`src/rtl/if_fetch.sv`:
```
// ----------------------------------------------------------------------------
// if_fetch
//   Instruction fetch stage. Drives the PC onto the instruction ROM, captures
//   {pc, inst} pairs into a 2-entry FIFO and presents the FIFO head to decode
//   with a valid/ready handshake. Branch redirects flush the FIFO and reload
//   the PC; stall_i holds off new fetches while decode keeps draining.
//
// Ports
//   clk              clock, all state on the rising edge
//   rst_n            asynchronous active-low reset
//   rom_ce           instruction memory enable (1 while fetching)
//   rom_addr         byte fetch address (current PC)
//   rom_inst         instruction word for rom_addr, same cycle
//   stall_i          hold fetch (pops still allowed)
//   branch_flag_i    redirect strobe, highest priority
//   branch_target_i  redirect address (low two bits ignored)
//   id_valid_o       FIFO head valid
//   id_ready_i       decode accepts head this cycle
//   id_pc_o          PC of presented instruction (0 when empty)
//   id_inst_o        presented instruction (0 when empty)
//   fetch_cnt_o      number of instructions pushed since reset
//
// State table
//   state | meaning
//   IDLE  | one cycle after reset, ROM disabled, no fetches
//   FETCH | ROM enabled, fetching whenever FIFO has room
// ----------------------------------------------------------------------------
module if_fetch #(
    parameter logic [31:0] RESET_PC = 32'h0000_0000
) (
    input  logic        clk,
    input  logic        rst_n,
    output logic        rom_ce,
    output logic [31:0] rom_addr,
    input  logic [31:0] rom_inst,
    input  logic        stall_i,
    input  logic        branch_flag_i,
    input  logic [31:0] branch_target_i,
    output logic        id_valid_o,
    input  logic        id_ready_i,
    output logic [31:0] id_pc_o,
    output logic [31:0] id_inst_o,
    output logic [31:0] fetch_cnt_o
);

    typedef enum logic {
        IDLE  = 1'b0,
        FETCH = 1'b1
    } state_t;

    state_t      state_q;
    logic        rom_ce_q;

    logic [31:0] pc_q,        pc_d;
    logic [31:0] fetch_cnt_q, fetch_cnt_d;
    logic [1:0]  occ_q,       occ_d;
    logic        rd_ptr_q,    rd_ptr_d;
    logic        wr_ptr_q,    wr_ptr_d;
    logic [31:0] fifo_pc_q   [2];
    logic [31:0] fifo_inst_q [2];

    logic        fifo_empty;
    logic        fifo_full;
    logic        pop;
    logic        push;

    // Only the word-aligned part of the target is used.
    logic [1:0]  unused_tgt_lsb;
    assign unused_tgt_lsb = branch_target_i[1:0];

    assign fifo_empty = (occ_q == 2'd0);
    assign fifo_full  = (occ_q == 2'd2);
    assign pop        = !fifo_empty && id_ready_i;
    // A pop frees a slot in the same cycle, so a full FIFO can still accept.
    assign push       = (state_q == FETCH) && !stall_i && !branch_flag_i &&
                        (!fifo_full || pop);

    // Control FSM with registered ROM enable.
    always_ff @(posedge clk or negedge rst_n) begin
        if (!rst_n) begin
            state_q  <= IDLE;
            rom_ce_q <= 1'b0;
        end else begin
            case (state_q)
                IDLE: begin
                    state_q  <= FETCH;
                    rom_ce_q <= 1'b1;
                end
                FETCH: begin
                    state_q  <= FETCH;
                    rom_ce_q <= 1'b1;
                end
                default: begin
                    state_q  <= IDLE;
                    rom_ce_q <= 1'b0;
                end
            endcase
        end
    end

    always_comb begin
        pc_d        = pc_q;
        fetch_cnt_d = fetch_cnt_q;
        occ_d       = occ_q;
        rd_ptr_d    = rd_ptr_q;
        wr_ptr_d    = wr_ptr_q;
        if (branch_flag_i) begin
            // Flush wins over any pop/push in the same cycle.
            pc_d     = {branch_target_i[31:2], 2'b00};
            occ_d    = 2'd0;
            rd_ptr_d = 1'b0;
            wr_ptr_d = 1'b0;
        end else begin
            if (push) begin
                pc_d        = pc_q + 32'd4;
                fetch_cnt_d = fetch_cnt_q + 32'd1;
                wr_ptr_d    = ~wr_ptr_q;
            end
            if (pop) begin
                rd_ptr_d = ~rd_ptr_q;
            end
            occ_d = occ_q + {1'b0, push} - {1'b0, pop};
        end
    end

    always_ff @(posedge clk or negedge rst_n) begin
        if (!rst_n) begin
            pc_q           <= RESET_PC;
            fetch_cnt_q    <= 32'd0;
            occ_q          <= 2'd0;
            rd_ptr_q       <= 1'b0;
            wr_ptr_q       <= 1'b0;
            fifo_pc_q[0]   <= 32'd0;
            fifo_pc_q[1]   <= 32'd0;
            fifo_inst_q[0] <= 32'd0;
            fifo_inst_q[1] <= 32'd0;
        end else begin
            pc_q        <= pc_d;
            fetch_cnt_q <= fetch_cnt_d;
            occ_q       <= occ_d;
            rd_ptr_q    <= rd_ptr_d;
            wr_ptr_q    <= wr_ptr_d;
            if (push) begin
                fifo_pc_q[wr_ptr_q]   <= pc_q;
                fifo_inst_q[wr_ptr_q] <= rom_inst;
            end
        end
    end

    assign rom_ce      = rom_ce_q;
    assign rom_addr    = pc_q;
    assign fetch_cnt_o = fetch_cnt_q;
    assign id_valid_o  = !fifo_empty;
    assign id_pc_o     = fifo_empty ? 32'd0 : fifo_pc_q[rd_ptr_q];
    assign id_inst_o   = fifo_empty ? 32'd0 : fifo_inst_q[rd_ptr_q];

endmodule

```
`config.mk`:
```
export PLATFORM = sky130hd
export DESIGN_NAME = if_fetch
export DESIGN_NICKNAME = d
export VERILOG_FILES = /design/src/rtl/if_fetch.sv
export SDC_FILE = /design/constraint.sdc
export NUM_CORES = 1
export LEC_CHECK = 0
export BUFFER_PORTS_ARGS = -buffer_cell sky130_fd_sc_hd__buf_2
export CAP_MARGIN = 20
export CELL_PAD_IN_SITES_DETAIL_PLACEMENT = 0
export CELL_PAD_IN_SITES_GLOBAL_PLACEMENT = 1
export CORE_MARGIN = 4
export CORE_UTILIZATION = 43
export DETAILED_ROUTE_END_ITERATION = 6
export HOLD_SLACK_MARGIN = 0.02
export PLACE_DENSITY_LB_ADDON = 0.2
export SETUP_SLACK_MARGIN = 0.05
export SLEW_MARGIN = 15
export SYNTH_ARGS = -nofsm -noshare
export SYNTH_HDL_FRONTEND = slang
export SYNTH_SLANG_ARGS = --single-unit
```
`constraint.sdc`:
```
create_clock -name clk -period 3 [get_ports clk]
set_clock_uncertainty 0.2 [all_clocks]
set_input_delay 0.45 -clock clk [delete_from_list [all_inputs] [get_ports clk]]
set_output_delay 0.45 -clock clk [all_outputs]
set_load 0.005 [all_outputs]
```
==> impl_metrics.json <==
{
  "status": "completed",
  "synth_top_area_cell": "dfrtp_1",
  "worstSetupPathDepth": 4,
  "layout-drive-gt1-share": 0.396,
  "stdcell_area_mm2": 0.0109,
  "die_area_mm2": 0.0233,
  "cp_max_fo": 36,
  "reg2reg_from": "occ_q[0]$_DFF_PN0_",
  "die_w_um": 153,
  "synth.cell_area_mm2": 0.00900,
  "core-area_mm2": 0.0204,
  "cap_violations": 0,
  "synth_ff_type": "dfrtp_1",
  "rows": 52,
  "cpPeakStageDelay_ps": 620,
  "worst-setup-path-type": "reg2out",
  "vias": 6501,
  "power.density_mw_per_mm2": 775,
  "root_buffer": "clkbuf_16",
  "grt_use_met2": 0.305,
  "port-buffer-count": 192,
  "worst-slew-pin-transition_ps": 638,
  "cts_made_buffers": 17,
  "fin_ws_ps": 493,
  "wire_per_inst_um": 17.7,
  "maxSlewViolCount": 0,
  "grt_start_max_net_pins": 76,
  "initial_utilization": 0.441,
  "track_usage": 0.188,
  "setup_viol": 0,
  "power.share.switching": 0.321,
  "synth_area_leaders": "dfrtp_1 53%, mux2_2 15%, mux2i_1 7.1%, nor2_1 3.6%, nand2_1 2.1%",
  "timing.fmax_ghz": 0.399,
  "syn_to_final_growth_pct": 21.3,
  "cp.required_ps": 2350,
  "switchingPower_mw": 2.71,
  "register_area_mm2": 0.00478,
  "hold_violations": 0,
  "busiest_layer": "met2",
  "finalSetupTns_ps": 0,
  "cts-hold-fix-buffers": 1,
  "grt_overflow": 0,
  "layout_worst_path_cycle_share": 0.836,
  "hpwl_um": 15000,
  "viasPerCell": 5.25,
  "power.ir.vdd_worst_uv": 374,
  "synth_cell_type_count": 54,
  "place.gp.congestion": 0.765,
  "max-slew-margin-rel": 0.575,
  "cp_data_arrival_time_ps": 1860,
  "grt_pass1_wl_um": 35700,
  "drcViolationCount": 0,
  "hold_path.class": "in2reg",
  "dieHeight_um": 153,
  "crit_slowest_cell": "dfrtp_4",
  "htreeDepth": 4,
  "antenna_found_initial": 0,
  "clock_path_buffers": 2,
  "synth_top_area_share": 0.531,
  "use_met1": 0.255,
  "ant_nets": 0,
  "worst_hold_startpoint": "branch_target_i[16]",
  "num_antenna_cells": 0,
  "cts_tree": "yes",
  "clockPowerShare": 0.264,
  "place_area_mm2": 0.0103,
  "p_comb_frac": 0.295,
  "whs_ps": 39.1,
  "synthCells": 764,
  "syn_area_per_cell_um2": 11.8,
  "power_leakage_nw": 5.22,
  "internal_power_mw": 5.75,
  "cts.sinks": 191,
  "path_cells": "buf_12 > mux2i_1 > nor2_1 > buf_2",
  "multi_input_area_mm2": 0.00398,
  "ioPinCount": 199,
  "first_iter_violations": 225,
  "reg2reg_depth": 6,
  "drt-total-wl_um": 21900,
  "yosysSeqAreaShare": 0.531,
  "worstSetupEndpointType": "primary output",
  "min_to": "rom_addr[16]$_DFFE_PN0P_",
  "min_period_ps": 2510,
  "crit_buf_inv": 2,
  "holdPathStages": 2,
  "grt_pass1_vias": 6747,
  "path_delay_family": "flip-flops",
  "fill_cells": 1865,
  "async_reset_ff_frac": 1.00,
  "post_cts_buffers": 0,
  "fin_nets": 1030,
  "cts_resized": 0,
  "seq_power_share": 0.442,
  "rsz0062_at_grt": "false",
  "clkSlewWorstSetupHoldPaths_ps": 70,
  "synth_warnings": 0,
  "r2r-end": "fifo_pc_q[2]$_DFFE_PN0P_",
  "regToRegSetupSlack_ps": 580,
  "firstDrtPassIters": 4,
  "cp-start-kind": "register",
  "dpl_worst_slack_ps": 434,
  "synth_edf_count": 0,
  "grtUsageMet3": 0.0378,
  "insertion_delay_ps": 420,
  "synth-seq-cells": 191
}
[layer usage]
layer	part of all wire	up-vias
met5	0	-
met4	0.022	0
li1	-	3101
met1	0.46	3203
met3	0.047	29
met2	0.47	168
[power groups by stage]
stage | clock network, mW | logic, mW | registers (mW)
floorplan | 0 | 1.67 | 3.62
global placement | 0 | 2.51 | 3.77
detailed placement | 0 | 2.55 | 3.79
CTS | 2.28 | 2.56 | 3.74
global route | 2.40 | 2.78 | 3.84
finish | 2.23 | 2.49 | 3.74
[how the worst max path moves through the flow]
| stage | startpoint | to | slack (ps) |
|---|---|---|---|
| floorplan | id_ready_i | occ_q[0]$_DFF_PN0_ | 520 |
| finish | rd_ptr_q$_DFFE_PN0P_ | id_pc_o[24] | 490 |
| detailed placement | id_ready_i | fifo_inst_q[11]$_DFFE_PN0P_ | 430 |
| CTS | rd_ptr_q$_DFFE_PN0P_ | id_pc_o[24] | 460 |
| global route | rd_ptr_q$_DFFE_PN0P_ | id_pc_o[24] | 400 |
| global placement | id_ready_i | fifo_inst_q[10]$_DFFE_PN0P_ | 440 |
[worst reg2reg max path, cell delays in order (launching register included)]
cell	delay [ps]
dfrtp_1	430
or3b_1	450
and2_1	230
buf_4	200
nand2_4	90
buf_4	300
mux2_2	390
[cell families after synthesis]
group | after synthesis | share of synthesized area
and+or+nand+nor | 229 | 0.127
DFF | 191 | 0.531
muxes | 186 | 0.224
AOI/OAI and AO/OA | 63 | 0.0485
buffers and inverters | 54 | 0.0299
xor gates and xnor gates | 35 | 0.0340
adders and majority gates | 4 | 0.00556
other | 2 | 0.000834
[synth_stat cells, types with 4 or more instances]
| cell | number |
|---|---|
| ha_1 | 4 |
| mux2i_1 | 64 |
| inv_1 | 6 |
| and4_1 | 6 |
| xor2_1 | 17 |
| nand3_1 | 28 |
| o311ai_0 | 9 |
| nor3_1 | 7 |
| a22oi_1 | 4 |
| mux2_2 | 118 |
| o21ai_0 | 20 |
| clkbuf_1 | 12 |
| a32oi_1 | 4 |
| nor2_1 | 87 |
| o211ai_1 | 7 |
| dfrtp_1 | 191 |
| buf_1 | 5 |
| buf_2 | 21 |
| and3_1 | 11 |
| mux2_1 | 4 |
| buf_4 | 6 |
| nand4_1 | 13 |
| nand2_1 | 50 |
| xnor2_1 | 18 |
| a31oi_1 | 4 |
[area by class of cell]
type	instances	share of cell area
well taps	270	0.0309
clock inverters	14	0.0143
flip-flops and latches	191	0.438
multi-input cells	522	0.364
clock buffers	17	0.0389
inverters	8	0.00298
repair buffers	217	0.111
[state kept, by name, summed over array words and instances, names as in the netlist]
signal       cells
fifo_inst_q     64
fifo_pc_q       60
fetch_cnt_o     32
rom_addr        30
occ_q            2
rd_ptr_q         1
rom_ce           1
wr_ptr_q         1
[per-stage QoR]
step | cells | total power, mW | utilization
after global placement | 1207 | 6.28 | 0.506
after floorplan | 767 | 5.29 | -
after global routing | 1239 | 9.02 | 0.535
final | 1239 | 8.46 | 0.535
after CTS | 1239 | 8.59 | 0.535
after detailed placement | 1207 | 6.34 | 0.506
[cell usage in the layout, fill, tap and decap left out, types with 18 or more instances in the layout]
cell | Yosys | final
o21ai_0 | 20 | 20
mux2i_1 | 64 | 64
mux2_2 | 118 | 118
xnor2_1 | 18 | 18
nand3_1 | 28 | 28
nor2_1 | 87 | 86
dfrtp_1 | 191 | 190
nand2_1 | 50 | 50
buf_2 | 21 | 191
buf_4 | 6 | 20
Note: power is estimated with default switching activity, not from simulation.
